[config.mk]
export PLATFORM = sky130hd
export DESIGN_NAME = lsu_byte_seq_flat
export DESIGN_NICKNAME = d
export VERILOG_FILES = /design/src/rtl/lsu_byte_seq_if.sv /design/src/rtl/lsu_byte_seq.sv /design/src/flat_wrapper.sv
export SDC_FILE = /design/constraint.sdc
export NUM_CORES = 1
export LEC_CHECK = 0
export BUFFER_PORTS_ARGS = -buffer_cell sky130_fd_sc_hd__buf_4
export CORE_MARGIN = 4
export CORE_UTILIZATION = 35
export DETAILED_ROUTE_END_ITERATION = 10
export HOLD_SLACK_MARGIN = 0.08
export SYNTH_ARGS = -nofsm -noshare
export SYNTH_HDL_FRONTEND = slang
export SYNTH_SLANG_ARGS = --single-unit
[constraint.sdc]
create_clock -name clk -period 8.7 [get_ports clk]
set_input_delay 1.305 -clock clk [delete_from_list [all_inputs] [get_ports clk]]
set_output_delay 1.305 -clock clk [all_outputs]
set_load 0.02 [all_outputs]
[src/rtl/lsu_byte_seq_if.sv]
// Bus bundle for the load/store byte sequencer: execute-stage request/response
// plus the byte-wide data-memory port.
interface lsu_byte_seq_if #(
   parameter int AW   = 9,
   parameter int XLEN = 32
);
   logic            req_valid;
   logic            req_ready;
   logic            req_write;
   logic [2:0]      req_funct3;
   logic [XLEN-1:0] req_addr;
   logic [XLEN-1:0] req_wdata;
   logic            resp_valid;
   logic [XLEN-1:0] resp_rdata;
   logic            resp_fault;
   logic            dm_read;
   logic            dm_write;
   logic [2:0]      dmop;
   logic [AW-1:0]   dm_addr;
   logic [XLEN-1:0] dm_din;
   logic [XLEN-1:0] dm_dout;

   // Core plus data memory side: drives requests and memory read data.
   modport master (
      output req_valid, req_write, req_funct3, req_addr, req_wdata, dm_dout,
      input  req_ready, resp_valid, resp_rdata, resp_fault,
             dm_read, dm_write, dmop, dm_addr, dm_din
   );

   // Sequencer side.
   modport slave (
      input  req_valid, req_write, req_funct3, req_addr, req_wdata, dm_dout,
      output req_ready, resp_valid, resp_rdata, resp_fault,
             dm_read, dm_write, dmop, dm_addr, dm_din
   );
endinterface

[src/rtl/lsu_byte_seq.sv]
// Splits one load/store request into byte-wide data-memory accesses, assembles
// load bytes little-endian, extends them and returns a single response pulse.
module lsu_byte_seq #(
   parameter int AW   = 9,
   parameter int XLEN = 32
) (
   input  logic         clk,
   input  logic         rst,
   lsu_byte_seq_if.slave bus
);

   typedef enum logic [1:0] {S_IDLE, S_ISSUE, S_DRAIN, S_DONE} state_t;

   state_t          r_state;
   logic            r_req_ready;
   logic            r_resp_valid;
   logic            r_resp_fault;
   logic [XLEN-1:0] r_resp_rdata;
   logic            r_dm_read;
   logic            r_dm_write;
   logic [2:0]      r_dmop;
   logic [AW-1:0]   r_dm_addr;
   logic [XLEN-1:0] r_dm_din;
   logic            r_write;
   logic [2:0]      r_funct3;
   logic [XLEN-1:0] r_wdata;
   logic [XLEN-1:0] r_asm;
   logic [1:0]      r_cnt;
   logic [1:0]      r_last;

   logic            w_bad_funct3;
   logic            w_bad_store;
   logic            w_bad_addr;
   logic            w_fault;
   logic [1:0]      w_len_m1;
   logic [1:0]      w_next_cnt;
   logic [7:0]      w_wbyte;
   logic            w_cap_en;
   logic [1:0]      w_cap_lane;
   logic [XLEN-1:0] w_full;
   logic [XLEN-1:0] w_ext;

   assign w_bad_funct3 = (bus.req_funct3 == 3'b011) || (bus.req_funct3[2:1] == 2'b11);
   assign w_bad_store  = bus.req_write && bus.req_funct3[2];
   assign w_bad_addr   = |bus.req_addr[XLEN-1:AW];
   assign w_fault      = w_bad_funct3 || w_bad_store || w_bad_addr;

   assign w_len_m1   = (bus.req_funct3[1:0] == 2'b00) ? 2'd0 :
                       (bus.req_funct3[1:0] == 2'b01) ? 2'd1 : 2'd3;
   assign w_next_cnt = r_cnt + 2'd1;
   assign w_wbyte    = 8'(r_wdata >> {w_next_cnt, 3'b000});

   // Read data lags its strobe by one cycle, so lane k lands while byte k+1 issues.
   assign w_cap_en   = (r_state == S_ISSUE && !r_write && r_cnt != 2'd0) || (r_state == S_DRAIN);
   assign w_cap_lane = (r_state == S_DRAIN) ? r_last : (r_cnt - 2'd1);

   // NOTE: every always_comb output gets a default first so no path infers a latch.
   always_comb begin
      w_full = r_asm;
      for (int i = 0; i < 4; i++)
         if (2'(i) == r_last) w_full[8*i +: 8] = bus.dm_dout[7:0];
      w_ext = w_full;
      case (r_funct3)
         3'b000:  w_ext = {{(XLEN-8){w_full[7]}}, w_full[7:0]};
         3'b001:  w_ext = {{(XLEN-16){w_full[15]}}, w_full[15:0]};
         3'b100:  w_ext = {{(XLEN-8){1'b0}}, w_full[7:0]};
         3'b101:  w_ext = {{(XLEN-16){1'b0}}, w_full[15:0]};
         default: w_ext = w_full;
      endcase
   end

   // NOTE: state registers use non-blocking assignments so every flop samples pre-edge values.
   always_ff @(posedge clk or posedge rst) begin
      if (rst) begin
         r_state      <= S_IDLE;
         r_req_ready  <= 1'b1;
         r_resp_valid <= 1'b0;
         r_resp_fault <= 1'b0;
         r_resp_rdata <= '0;
         r_dm_read    <= 1'b0;
         r_dm_write   <= 1'b0;
         r_dmop       <= 3'b000;
         r_dm_addr    <= '0;
         r_dm_din     <= '0;
         r_write      <= 1'b0;
         r_funct3     <= 3'b000;
         r_wdata      <= '0;
         r_asm        <= '0;
         r_cnt        <= 2'd0;
         r_last       <= 2'd0;
      end else begin
         r_resp_valid <= 1'b0;
         case (r_state)
            S_IDLE: begin
               if (bus.req_valid) begin
                  r_req_ready  <= 1'b0;
                  r_write      <= bus.req_write;
                  r_funct3     <= bus.req_funct3;
                  r_wdata      <= bus.req_wdata;
                  r_last       <= w_len_m1;
                  r_cnt        <= 2'd0;
                  r_asm        <= '0;
                  r_resp_rdata <= '0;
                  r_resp_fault <= w_fault;
                  if (w_fault) begin
                     r_state      <= S_DONE;
                     r_resp_valid <= 1'b1;
                  end else begin
                     r_state   <= S_ISSUE;
                     r_dm_addr <= bus.req_addr[AW-1:0];
                     if (bus.req_write) begin
                        r_dm_write <= 1'b1;
                        r_dm_din   <= {{(XLEN-8){1'b0}}, bus.req_wdata[7:0]};
                     end else begin
                        r_dm_read <= 1'b1;
                        r_dmop    <= 3'b100;
                     end
                  end
               end
            end
            S_ISSUE: begin
               if (r_cnt == r_last) begin
                  r_dm_read  <= 1'b0;
                  r_dm_write <= 1'b0;
                  r_dmop     <= 3'b000;
                  r_dm_din   <= '0;
                  if (r_write) begin
                     r_state      <= S_DONE;
                     r_resp_valid <= 1'b1;
                  end else begin
                     r_state <= S_DRAIN;
                  end
               end else begin
                  r_cnt     <= w_next_cnt;
                  r_dm_addr <= r_dm_addr + AW'(1);
                  if (r_write) r_dm_din <= {{(XLEN-8){1'b0}}, w_wbyte};
               end
            end
            S_DRAIN: begin
               r_state      <= S_DONE;
               r_resp_valid <= 1'b1;
               r_resp_rdata <= w_ext;
            end
            S_DONE: begin
               r_state     <= S_IDLE;
               r_req_ready <= 1'b1;
            end
         endcase
         if (w_cap_en)
            for (int i = 0; i < 4; i++)
               if (2'(i) == w_cap_lane) r_asm[8*i +: 8] <= bus.dm_dout[7:0];
      end
   end

   assign bus.req_ready  = r_req_ready;
   assign bus.resp_valid = r_resp_valid;
   assign bus.resp_rdata = r_resp_rdata;
   assign bus.resp_fault = r_resp_fault;
   assign bus.dm_read    = r_dm_read;
   assign bus.dm_write   = r_dm_write;
   assign bus.dmop       = r_dmop;
   assign bus.dm_addr    = r_dm_addr;
   assign bus.dm_din     = r_dm_din;

endmodule

[src/flat_wrapper.sv]
// flat-port wrapper written by rule: the top's interface ports become plain ports
module lsu_byte_seq_flat 
#(
   parameter int AW   = 9,
   parameter int XLEN = 32
)
  (clk, rst, bus_req_valid, bus_req_write, bus_req_funct3, bus_req_addr, bus_req_wdata, bus_dm_dout, bus_req_ready, bus_resp_valid, bus_resp_rdata, bus_resp_fault, bus_dm_read, bus_dm_write, bus_dmop, bus_dm_addr, bus_dm_din);
  lsu_byte_seq_if #(.AW(AW), .XLEN(XLEN)) bus_i ();
  input  logic clk;
  input  logic rst;
  input wire logic [$bits(bus_i.req_valid)-1:0] bus_req_valid;
  input wire logic [$bits(bus_i.req_write)-1:0] bus_req_write;
  input wire logic [$bits(bus_i.req_funct3)-1:0] bus_req_funct3;
  input wire logic [$bits(bus_i.req_addr)-1:0] bus_req_addr;
  input wire logic [$bits(bus_i.req_wdata)-1:0] bus_req_wdata;
  input wire logic [$bits(bus_i.dm_dout)-1:0] bus_dm_dout;
  output wire logic [$bits(bus_i.req_ready)-1:0] bus_req_ready;
  output wire logic [$bits(bus_i.resp_valid)-1:0] bus_resp_valid;
  output wire logic [$bits(bus_i.resp_rdata)-1:0] bus_resp_rdata;
  output wire logic [$bits(bus_i.resp_fault)-1:0] bus_resp_fault;
  output wire logic [$bits(bus_i.dm_read)-1:0] bus_dm_read;
  output wire logic [$bits(bus_i.dm_write)-1:0] bus_dm_write;
  output wire logic [$bits(bus_i.dmop)-1:0] bus_dmop;
  output wire logic [$bits(bus_i.dm_addr)-1:0] bus_dm_addr;
  output wire logic [$bits(bus_i.dm_din)-1:0] bus_dm_din;
  assign bus_i.req_valid = bus_req_valid;
  assign bus_i.req_write = bus_req_write;
  assign bus_i.req_funct3 = bus_req_funct3;
  assign bus_i.req_addr = bus_req_addr;
  assign bus_i.req_wdata = bus_req_wdata;
  assign bus_i.dm_dout = bus_dm_dout;
  assign bus_req_ready = bus_i.req_ready;
  assign bus_resp_valid = bus_i.resp_valid;
  assign bus_resp_rdata = bus_i.resp_rdata;
  assign bus_resp_fault = bus_i.resp_fault;
  assign bus_dm_read = bus_i.dm_read;
  assign bus_dm_write = bus_i.dm_write;
  assign bus_dmop = bus_i.dmop;
  assign bus_dm_addr = bus_i.dm_addr;
  assign bus_dm_din = bus_i.dm_din;
  lsu_byte_seq #(.AW(AW), .XLEN(XLEN)) u_core (.clk(clk), .rst(rst), .bus(bus_i));
endmodule
==> flow_metrics.env <==
export IMPL_startpoint_type="register"
export IMPL_period_share_pct=34.8
export IMPL_hold_class="register to register"
export IMPL_status="finished, final reports clean"
export IMPL_ff2ff_setup_slack_ns=5.67
export IMPL_grt_ovfl_total=0
export IMPL_layout_drive_gt1_share_pct=23.3
export IMPL_slew_viol_final=0
export IMPL_rsz0062_at_grt="no"
export IMPL_design_area_sq_um=8060
export IMPL_leakage_nw=3.85
export IMPL_antenna_found_initial=0
export IMPL_firstDrtPassIters=4
export IMPL_vias_per_cell=5.07
export IMPL_clkTransAtPathRegs_ns=0.06
export IMPL_grt_use_total_pct=16.9
export IMPL_timing_critical_path_buf_inv=2
export IMPL_synth_cells=698
export IMPL_synth_cell_types=55
export IMPL_clock_sinks=128
export IMPL_p_sw_share_pct=40.0
export IMPL_fin_cells=1047
export IMPL_grt_pass1_wl_um=27100
export IMPL_cts_hold_buf=0
export IMPL_cts_resized=0
export IMPL_ys_flop_type="dfrtp_1"
export IMPL_crit_family="compound AO/OA/AOI/OAI gates"
export IMPL_crit_required_ns=9.00
export IMPL_holdWs_ns=0.468
export IMPL_slew_headroom_pct=31.2
export IMPL_crit_chain="inv_1 -> ha_1 -> inv_1 -> a21o_1 -> o32ai_1 -> a21oi_1"
export IMPL_routabilityCongestion=0.815
export IMPL_setup_viol=0
export IMPL_combPwrFrac_pct=43.2
export IMPL_power_mw=3.20
export IMPL_startpoint="u_core.r_state[1]$_DFFE_PP0P_"
export IMPL_clkLatencyLatePin_ns=0.42
export IMPL_root_buffer="clkbuf_16"
export IMPL_final_setup_tns_ns=0
export IMPL_crit_slowest_cell="ha_1"
export IMPL_vias=5311
export IMPL_fmax_mhz=330
export IMPL_drc=0
export IMPL_grt_max_degree=68
export IMPL_core_area_sq_um=18000
export IMPL_portBuffers=133
export IMPL_cpPeakStageDelay_ns=0.85
export IMPL_worst_clock_skew_ns=0.0104
export IMPL_antenna_cells=0
export IMPL_ant_nets=0
export IMPL_maxCapViolations=0
export IMPL_p_int_mw=1.92
export IMPL_finalWirelength_um=17100
export IMPL_synth_compound_area_share_pct=16.7
export IMPL_powerDensity_nw_per_um2=397
export IMPL_area_growth_pct=25.4
export IMPL_grt_pass1_vias=5135
export IMPL_critPathArrivalTime_ns=3.33
export IMPL_wl_per_cell_um=16.3
export IMPL_drtIter0Drc=336
export IMPL_dpl_instance_area_sq_um=7430
export IMPL_cts_tree="yes"
export IMPL_place_inst=1016
export IMPL_initial_core_util_pct=35.6
export IMPL_seqPwrFrac_pct=33.3
export IMPL_ioPinCount=184
export IMPL_synth_top_family_by_area="simple AND/OR/NAND/NOR gates"
export IMPL_syn_mean_instance_area_sq_um=9.20
export IMPL_cts_max_level=4
export IMPL_postLayoutCoreUtil_pct=44.7
export IMPL_fin_nets=915
export IMPL_clockBufferDepth=2
export IMPL_layout_setup_ws_ns=5.67
export IMPL_pre_cts_ws_ns=5.51
export IMPL_min_from="u_core.r_wdata[2]$_DFFE_PP0P_"
export IMPL_seq_area_frac_synth_pct=49.9
export IMPL_dieArea_sq_um=20600
export IMPL_crit_top_cell="inv_1"
export IMPL_hpwlAfterDp_um=11900
export IMPL_synthXorXnorAreaFrac_pct=0.273
export IMPL_p_sw_mw=1.28
export IMPL_post_cts_buffers=0
export IMPL_numCtsBuffers=17
export IMPL_vdd_drop_max_mv=0.161
export IMPL_synth_edf_count=0
export IMPL_hold_violations=0
export IMPL_synth_adder_area_share_pct=1.17
export IMPL_ys_seq_elements=128
export IMPL_power_frac_clock_pct=23.6
export IMPL_synth_warnings=0
export IMPL_worstSetupEndpointType="register"
export IMPL_fill_cells=1776
export IMPL_fin_crit_ns=3.03
export IMPL_row_count=49
export IMPL_worst_slew_pin_slew_ns=1.03
export IMPL_synth_area_mux_share_pct=5.92
export IMPL_die_w_um=143
export IMPL_die_h_um=143
export IMPL_async_flop_share_pct=100
export IMPL_syn_area_sq_um=6420
export IMPL_synthSimpleGateAreaFrac_pct=18.2
export IMPL_rr_startpoint="u_core.r_state[1]$_DFFE_PP0P_"
export IMPL_path_max_fanout=29
export IMPL_crit_type="register to register"
-- path summary, 6_finish.rpt --
kind | to | cells past startpoint
setup / recovery | u_core.bus.dm_addr[3]$_DFFE_PP0P_ | 6
hold / removal | u_core.r_wdata[2]$_DFFE_PP0P_ | 2
setup reg to reg | u_core.bus.dm_addr[3]$_DFFE_PP0P_ | 6
hold reg to reg | u_core.r_wdata[2]$_DFFE_PP0P_ | 2
max in group asynchronous | u_core.bus.resp_rdata[27]$_DFFE_PP0P_ | 3
min in group asynchronous | u_core.r_state[1]$_DFFE_PP0P_ | 2
-- cell usage after synthesis, types with 5 or more instances --
cell         n  area, sq um
o21ai_0     68          340
mux4_2       8          180
buf_4       30          225
a22o_1      17          149
nor4_1       5         31.3
a21oi_1     13         65.1
dfrtp_1    127         3180
buf_2       13         65.1
nand2_1    200          751
nand2b_1     5         31.3
clkbuf_1    27          101
nand3_1     22          110
mux2i_1     11          110
inv_1       24         90.1
a211oi_1     8         60.1
o211ai_1    17          128
ha_1         6         75.1
o2bb2ai_1    8         70.1
a31oi_1      8         50.1
mux2_2       6         67.6
nor2_1      19         71.3
-- sequential cells by signal, summed over array words and instances, names as in the netlist, 2 cells and up --
register,count
u_core.bus.dm_din,8
u_core.r_wdata,32
u_core.r_state,2
u_core.r_cnt,2
u_core.r_funct3,3
u_core.r_asm,32
u_core.r_last,2
u_core.bus.resp_rdata,32
u_core.bus.dm_addr,9
-- area by class of cell --
cell class                      count  area [sq um]  share of cell area, %
Clock buffer                       23           498                   6.18
Inverter                           24          92.6                   1.15
Tap cell                          229           287                   3.56
Sequential cell                   128          3200                   39.8
Clock inverter                      8           128                   1.58
Timing Repair Buffer              137          1030                   12.8
Multi-Input combinational cell    498          2820                   35.0
-- kinds of logic after synthesis --
| group | after synthesis |
|---|---|
| AND/OR/NAND/NOR | 276 |
| buffers and inverters | 97 |
| adder cells (fa/ha/maj) | 6 |
| multiplexers | 27 |
| other | 1 |
| AO/OA/AOI/OAI | 161 |
| XOR/XNOR | 2 |
| flip-flops | 128 |
-- routing by layer --
layer	track usage, %	vias to the layer above	wire length (um)
met3	5.12	23	1160
met5	0	-	0
met2	26.8	160	8000
met1	22.3	2555	7630
li1	-	2573	-
met4	5.60	0	277
-- power by group through the flow --
stage / combinational, mW / clock (mW) / sequential [mW]
after global routing: 1.54 / 0.796 / 1.10
after global placement: 1.38 / 0 / 1.07
after detailed placement: 1.40 / 0 / 1.08
final: 1.38 / 0.753 / 1.06
after floorplan: 0.904 / 0 / 1.13
after CTS: 1.41 / 0.765 / 1.07
-- cells in the final DEF (no fill, tap or decap), types with 11 or more instances in the layout --
cell type | synthesis | layout
a21oi_1 | 13 | 12
a22o_1 | 17 | 17
buf_4 | 30 | 137
clkbuf_16 | 0 | 17
conb_1 | 1 | 26
dfrtp_1 | 127 | 127
inv_1 | 24 | 23
mux2i_1 | 11 | 11
nand2_1 | 200 | 199
nand3_1 | 22 | 22
nor2_1 | 19 | 19
o211ai_1 | 17 | 17
o21ai_0 | 68 | 68
-- tightest hold or removal path, stage by stage, from the launching register on --
cell and delay, ns:
dfrtp_1 0.34, nand2_1 0.05, nand2_1 0.05
(Power assumes the default switching activity.)
